**src/rtl/sr_drive_pkg.sv**
```systemverilog
// sr_drive_gen shared types: FSM state encoding and counter sizing.
package sr_drive_pkg;

  typedef enum logic [1:0] {
    IDLE    = 2'd0,
    S_PULSE = 2'd1,
    R_PULSE = 2'd2,
    GAP     = 2'd3
  } state_t;

  function automatic int cnt_w(input int n);
    return (n < 1) ? 1 : $clog2(n + 1);
  endfunction

endpackage

```
**src/rtl/sr_drive_gen_sync_debounce.sv**
```systemverilog
// Two-flop synchronizer plus debouncer for one raw button.
// ev_o pulses one cycle when the debounced level rises.
module sync_debounce
  import sr_drive_pkg::*;
#(
  parameter int DEB_CYCLES = 16
) (
  input  logic clk,
  input  logic rst_n,
  input  logic raw_i,
  output logic ev_o
);

  localparam int CW = cnt_w(DEB_CYCLES);
  localparam logic [CW-1:0] LAST = CW'(DEB_CYCLES - 1);

  logic          s1_q;
  logic          s2_q;
  logic          lvl_q;
  logic          lvl_d;
  logic          ev_q;
  logic          ev_d;
  logic [CW-1:0] cnt_q;
  logic [CW-1:0] cnt_d;

  // The flip happens on the mismatch that would take the count to DEB_CYCLES.
  always_comb begin
    cnt_d = '0;
    lvl_d = lvl_q;
    ev_d  = 1'b0;
    if (s2_q != lvl_q) begin
      if (cnt_q == LAST) begin
        lvl_d = s2_q;
        ev_d  = s2_q;
      end else begin
        cnt_d = cnt_q + 1'b1;
      end
    end
  end

  always_ff @(posedge clk or negedge rst_n) begin
    if (!rst_n) begin
      s1_q  <= 1'b0;
      s2_q  <= 1'b0;
      lvl_q <= 1'b0;
      ev_q  <= 1'b0;
      cnt_q <= '0;
    end else begin
      s1_q  <= raw_i;
      s2_q  <= s1_q;
      lvl_q <= lvl_d;
      ev_q  <= ev_d;
      cnt_q <= cnt_d;
    end
  end

  assign ev_o = ev_q;

endmodule

```
**src/rtl/sr_drive_gen.sv**
```systemverilog
// Clean, mutually exclusive active-low S/R pulse generator
// for an sr_latch, fed by two bouncing pushbuttons.
module sr_drive_gen
  import sr_drive_pkg::*;
#(
  parameter int DEB_CYCLES   = 16,
  parameter int PULSE_CYCLES = 4
) (
  input  logic clk,
  input  logic rst_n,
  input  logic set_req,
  input  logic clr_req,
  output logic S,
  output logic R,
  output logic busy,
  output logic drop
);

  localparam int PW = cnt_w(PULSE_CYCLES);
  localparam logic [PW-1:0] PLAST = PW'(PULSE_CYCLES - 1);

  logic          set_ev;
  logic          clr_ev;
  state_t        state_q;
  logic [PW-1:0] pcnt_q;

  sync_debounce #(.DEB_CYCLES(DEB_CYCLES)) u_set (
    .clk   (clk),
    .rst_n (rst_n),
    .raw_i (set_req),
    .ev_o  (set_ev)
  );

  sync_debounce #(.DEB_CYCLES(DEB_CYCLES)) u_clr (
    .clk   (clk),
    .rst_n (rst_n),
    .raw_i (clr_req),
    .ev_o  (clr_ev)
  );

  // Clear wins a tie; anything seen outside IDLE is discarded.
  always_ff @(posedge clk or negedge rst_n) begin
    if (!rst_n) begin
      state_q <= IDLE;
      pcnt_q  <= '0;
      S       <= 1'b1;
      R       <= 1'b1;
      busy    <= 1'b0;
      drop    <= 1'b0;
    end else begin
      drop <= 1'b0;
      unique case (state_q)
        IDLE: begin
          if (clr_ev) begin
            state_q <= R_PULSE;
            R       <= 1'b0;
            busy    <= 1'b1;
            pcnt_q  <= '0;
            drop    <= set_ev;
          end else if (set_ev) begin
            state_q <= S_PULSE;
            S       <= 1'b0;
            busy    <= 1'b1;
            pcnt_q  <= '0;
          end
        end
        S_PULSE, R_PULSE: begin
          drop <= set_ev | clr_ev;
          if (pcnt_q == PLAST) begin
            state_q <= GAP;
            S       <= 1'b1;
            R       <= 1'b1;
          end else begin
            pcnt_q <= pcnt_q + 1'b1;
          end
        end
        GAP: begin
          drop    <= set_ev | clr_ev;
          state_q <= IDLE;
          busy    <= 1'b0;
        end
        default: state_q <= IDLE;
      endcase
    end
  end

endmodule

```
**config.mk**
```make
export PLATFORM = sky130hd
export DESIGN_NAME = sr_drive_gen
export DESIGN_NICKNAME = d
export VERILOG_FILES = /design/src/rtl/sr_drive_pkg.sv /design/src/rtl/sr_drive_gen_sync_debounce.sv /design/src/rtl/sr_drive_gen.sv
export SDC_FILE = /design/constraint.sdc
export NUM_CORES = 1
export LEC_CHECK = 0
export CAP_MARGIN = 20
export CORE_ASPECT_RATIO = 1.4
export CORE_MARGIN = 5
export CORE_UTILIZATION = 38
export CTS_CLUSTER_SIZE = 28
export DETAILED_ROUTE_END_ITERATION = 12
export GPL_TIMING_DRIVEN = 0
export PLACE_DENSITY = 0.52
export SYNTH_ARGS = -nofsm -noshare
export SYNTH_HDL_FRONTEND = slang
export SYNTH_HIERARCHICAL = 1
export SYNTH_SLANG_ARGS = --single-unit
```
**constraint.sdc**
```tcl
create_clock -name clk -period 2.67 [get_ports clk]
set_clock_uncertainty 0.15 [all_clocks]
set_input_delay 0.6675 -clock clk [delete_from_list [all_inputs] [get_ports clk]]
set_output_delay 0.6675 -clock clk [all_outputs]
set_load 0.01 [all_outputs]
```
After elaboration in Yosys (flattened, before gate mapping)
Index checks and enable logic that the tools add are counted.
{ "word_totals": {"regBits": 27, "out_inout_bits": 4, "word_cells": 73} }
{ "classes": {"n_addsub": 3, "n_eq_ne": 14, "muxes": 27, "bitwise_logic": 1, "n_reduce_logical": 12} }
{ "ops": {"columns": ["operator", "n"], "rows": [
  ["$mux 5", 4],
  ["$mux 1", 11],
  ["$add 5x1->5 const B", 2],
  ["$eq 5x4->1 const B", 2],
  ["$mux 3", 3],
  ["$pmux 1 s2", 4],
  ["$reduce_and 2->1", 4],
  ["$mux 2", 3],
  ["$ne 2x2->1 const B", 3],
  ["$pmux 2 s3", 1],
  ["$pmux 3 s2", 1],
  ["$reduce_and 3->1", 2],
  ["$eq 2x2->1 const B", 2],
  ["$ne 2x1->1 const B", 2],
  ["$reduce_and 4->1", 1],
  ["$reduce_bool 2->1", 2],
  ["$add 3x1->3 const B", 1],
  ["$eq 3x2->1 const B", 1],
  ["$ne 3x1->1 const B", 1],
  ["$reduce_or 3->1", 1],
  ["$eq 2x1->1 const B", 1],
  ["$logic_not 2->1", 1],
  ["$ne 1x1->1", 2],
  ["$reduce_or 2->1", 1],
  ["$or 1x1->1", 1]
]} }

Logic depth before layout (Yosys ltp)
Gate-level depths: netlist of the first run.
{ "depth": {"word_depth": 4, "depth_mapped": 5} }

Cells and area by module
The synthesis of the first run kept the hierarchy.
{ "by_module_without_submodules": {"columns": ["module", "n_inst", "cells_each", "area_each_um2", "seq_area_each_um2"], "rows": [
  ["sync_debounce", 2, 25, 350.3, 225.2],
  ["sr_drive_gen", 1, 56, 540.5, 227.7]
]} }

Least setup slack after synthesis of the first run
Ideal clock, no wire load.
{ "synth_timing": {"path_type": "register -> register", "start": "register pcnt_q[0]", "end": "register pcnt_q[0]", "setup_ns": 0.125, "arrival_time_ns": 1.418, "required_ns": 2.395, "setup_slack_ns": 0.977, "stages_incl_launch_ff": 6, "path_buffers": 0, "synth_period_minus_slack_ns": 1.693, "path_cell_list": "dfrtp_1 > ha_1 > ha_1 > a21oi_1 > o21ai_4 > mux2_4"} }
{ "synth_via": {"elab_chain_len": 3, "elab_cells_between_ends": 6, "cone_classes": "1 x add/sub; 2 x eq/ne; 2 x mux; 1 x reduce/logical"} }
{ "synth_rtl": {"columns": ["item", "line_no", "rtl"], "rows": [
  ["from (decl)", "sr_drive_gen.sv:25", "logic [PW-1:0] pcnt_q;"],
  ["from (signal assigned)", "sr_drive_gen.sv:74", "pcnt_q <= pcnt_q + 1'b1;"],
  ["$add 3x1->3 or $eq 3x2->1 (tied branches)", "sr_drive_gen.sv:74, sr_drive_gen.sv:69", null],
  ["$mux 3 or $ne 2x2->1 (tied branches)", null, null],
  ["$pmux 3 s2 or $reduce_and 3->1 (tied branches)", null, null]
]} }
Several ways; a longest one is shown, not always the timed one. The select of a mux whose other input is x is not followed.
A chain may end at the register's enable or synchronous reset.

Worst setup path in the final report of the first run
{ "layout_timing": {"start": "register R", "end": "output port R"} }
{ "layout_rtl": {"columns": ["item", "line_no", "rtl"], "rows": [
  ["from (decl)", "sr_drive_gen.sv:14", "output logic R,"],
  ["from (signal assigned)", "sr_drive_gen.sv:47", "R <= 1'b1;"],
  ["from (signal assigned)", "sr_drive_gen.sv:56", "R <= 1'b0;"],
  ["from (signal assigned)", "sr_drive_gen.sv:72", "R <= 1'b1;"]
]} }
No word-level cell between the ends.

==> flow_summary.ini, run 1 <==
[yosys]
ys_seq_area_share_pct = 54.64
synthAdderAreaFrac_pct = 8.065
synth_top_family_by_area = simple AND/OR/NAND/NOR gates
synth_edf_count = 0
yosysTopAreaCell = dfrtp_1
synth-async-reset-ratio_pct = 100.0
synth_area_sq_um = 1241
netlist_instances = 106
synth-seq-cells = 27
synth_nets = 118
yosysUniqueCellTypes = 27
synth_top_area_share_pct = 50.40
ys_warn_count = 6
synthMuxAreaShare_pct = 4.637
synth_compound_area_share_pct = 9.879
synth-simple-area-share_pct = 15.52
ys.flop_type = dfrtp_1
synthTopCellsByArea = dfrtp_1, ha_1, dfstp_2, xor2_1, inv_1
syn_avg_cell_area_sq_um = 11.71
synth_xor_area_share_pct = 4.234

[worst_setup_path]
cp.required_ns = 1.85
cp-start-kind = register
max_stage_delay_ns = 0.55
endpoint_kind = primary output
crit_type = reg -> out
crit_fanout = 3
critical_path_buf_inv_count = 1
path_cells = clkdlybuf4s50_1
path_delay_family = flip-flops
critPathArrivalTime_ns = 1.36
cpMaxStageDelayCell = dfstp_2

[cells_and_area]
mostFrequentLayoutCells = dfrtp_1, inv_1, nor2_1
final_cells = 157
multi_input_area_sq_um = 525.5
n_antenna_cell = 0
regArea_sq_um = 678.2
syn_to_final_growth_pct = 15.42
final_core_util_pct = 45.87
finalNetCount = 131
layout_commonest_cell = dfrtp_1
drive_gt1_share_pct = 18.64
fill_cells = 312

[floorplan]
num_rows = 24
core_sq_um = 3123
initial_core_util_pct = 39.74
die_area_sq_um = 4525
fp.dieW_microns = 58.30
ios = 8
die_h_microns = 77.62

[route]
ant_nets = 0
vias = 781
wire_per_inst_microns = 12.22
drt-total-wl_microns = 1919
firstDrtPassIters = 2
drt_iter0_markers = 9
viasPerCell = 4.975
drc = 0

[global_routing]
grt_pass1_wl_microns = 3525
track_usage_pct = 9.922
grt_max_degree = 16
grt_pass1_vias = 840
grt_overflow_total = 0
antenna_found_initial = 0

[timing]
post-route-period-util_pct = 81.45
worstMarginPinSlew_ns = 0.6746
fin_crit_ns = 2.175
finalHoldViolations = 0
setup_tns_ns = 0
finalSetupViolCount = 0
holdWs_ns = 0.2077
timing.fmax_mhz = 459.8
slew_headroom_pct = 54.89
drv_slew = 0
rsz0062_at_grt = false

[cts]
htreeDepth = 1
cts-resized-gates = 0
clock_path_buffers = 2
worstSkewPairLatency_ns = 0.27
cts_hold_buf = 0
clkTransAtPathRegs_ns = 0.09
cts_tree = built
post_cts_buffers = 0
cts_sinks = 27
cts_made_buffers = 3
root_buffer = clkbuf_8

[pwr]
peakVddDrop_uv = 322.6
power_density_nw_per_um2 = 812.2
total_leakage_power_uw = 0.0006776

[min_path]
hp-class = reg -> reg

[placed_design]
portBuffers = 7
place_inst = 153
place_congestion = 0.7141
hpwl_microns = 1499

[run_status]
status = completed

[flow_run]
drv_cap = 0
cell families (layout without fill, tap and decap cells):
| family | count (synthesis) | count (layout) |
|---|---|---|
| XOR/XNOR | 6 | 6 |
| buffers and inverters | 10 | 22 |
| AO/OA/AOI/OAI | 18 | 18 |
| multiplexers | 5 | 5 |
| AND/OR/NAND/NOR | 32 | 32 |
| flip-flops | 27 | 27 |
| adder cells (fa/ha/maj) | 8 | 8 |
layer usage:
layer	part of all wire (%)	track usage [%]	routed length, microns	up-vias
met2	54	17.11	1045	10
met1	41	11.24	781	390
met5	0	0	0	-
met4	1.5	4.872	29	0
met3	3.3	2.159	63	4
li1	-	-	-	377
registers in the layout, indices dropped and copies added (netlist names):
signal and flops:
R 1, S 1, busy 1, drop 1, pcnt_q 3, state_q 2
u_clr/cnt_q 5, u_clr/ev_o 1, u_clr/lvl_q 1, u_clr/s1_q 1, u_clr/s2_q 1, u_set/cnt_q 5
u_set/ev_o 1, u_set/lvl_q 1, u_set/s1_q 1, u_set/s2_q 1
synthesized netlist by cell type, drive strengths merged, types with 2 or more instances:
master  count
a21oi       6
and2        2
and3        2
dfrtp      25
dfstp       2
ha          8
inv        10
mux2        3
mux2i       2
nand2       6
nand2b      4
nand3       4
nor2       11
nor4b       2
o21ai       6
o22ai       2
xor2        6
layout make-up:
class | count | area share (%)
clock buffers | 4 | 3.144
inverters | 10 | 2.620
repair buffers | 8 | 6.812
well taps | 39 | 3.406
multi-input cells | 69 | 36.68
flip-flops and latches | 27 | 47.34
per-stage QoR:
stage	cell area [sq um]	setup slack (ns)	power, uW
2_1_floorplan	1241	0.9768	828.5
3_3_place_gp	1360	0.3860	928.0
3_5_place_dp	1388	0.7801	953.8
4_1_cts	1433	0.4713	1188
5_1_grt	1433	0.4439	1260
6_report	1433	0.4952	1164
worst reg2reg max path, cell delays in order (launching register included):
cell     delay [ns]
dfrtp_1        0.43
inv_1          0.08
ha_1           0.40
a21oi_1        0.27
o21ai_4        0.12
mux2_4         0.31
where the power goes:
group	leakage, uW	internal, uW	switching, uW
Clock	0.0000228	107	116
Combinational	0.000309	193	231
Sequential	0.000346	472	44.7
path summary, 6_finish.rpt:
| check | from | endpoint | depth (start not counted) | slack, ns |
|---|---|---|---|---|
| setup / recovery | R$_DFFE_PN1P_ | R | 1 | 0.50 |
| hold / removal | u_set/s1_q$_DFF_PN0_ | u_set/s2_q$_DFF_PN0_ | 0 | 0.21 |
| setup reg to reg | state_q[0]$_DFFE_PN0P_ | pcnt_q[0]$_DFFE_PN0P_ | 5 | 0.79 |
| hold reg to reg | u_set/s1_q$_DFF_PN0_ | u_set/s2_q$_DFF_PN0_ | 0 | 0.21 |
| max in group asynchronous | rst_n | S$_DFFE_PN1P_ | 2 | 1.12 |
| min in group asynchronous | rst_n | pcnt_q[2]$_DFFE_PN0P_ | 1 | 0.66 |
Note: power is estimated with default switching activity, not from simulation.
==> run 2, diff against run 1 <==
==> constraint.sdc (replaced) <==
create_clock -name clk -period 2.2 [get_ports clk]
set_clock_uncertainty 0.15 [all_clocks]
set_input_delay 0.55 -clock clk [delete_from_list [all_inputs] [get_ports clk]]
set_output_delay 0.55 -clock clk [all_outputs]
set_load 0.01 [all_outputs]
==> results of run 2 <==
The final DEF is identical to that of run 1. Status: completed.
Among the figures that moved: setup slack after placement 0.7801 ns -> 0.3296 ns; setup slack after layout 0.4952 ns -> 0.1427 ns; register-to-register setup slack 0.79 ns -> 0.32 ns; total power 1164 uW -> 1412 uW; worst IR drop on VDD 322.6 uV -> 391.5 uV
==> run 3, diff against run 2 <==
--- a/config.mk
+++ b/config.mk
@@ -12,6 +12,7 @@
 export CTS_CLUSTER_SIZE = 28
 export DETAILED_ROUTE_END_ITERATION = 12
 export GPL_TIMING_DRIVEN = 0
+export HOLD_SLACK_MARGIN = 0.15
 export PLACE_DENSITY = 0.52
 export SYNTH_ARGS = -nofsm -noshare
 export SYNTH_HDL_FRONTEND = slang
==> results of run 3 <==
The final DEF is identical to that of run 1. Status: completed.
Among the figures that moved: setup slack after placement 0.7801 ns -> 0.3296 ns; setup slack after layout 0.4952 ns -> 0.1427 ns; register-to-register setup slack 0.79 ns -> 0.32 ns; total power 1164 uW -> 1412 uW; worst IR drop on VDD 322.6 uV -> 391.5 uV
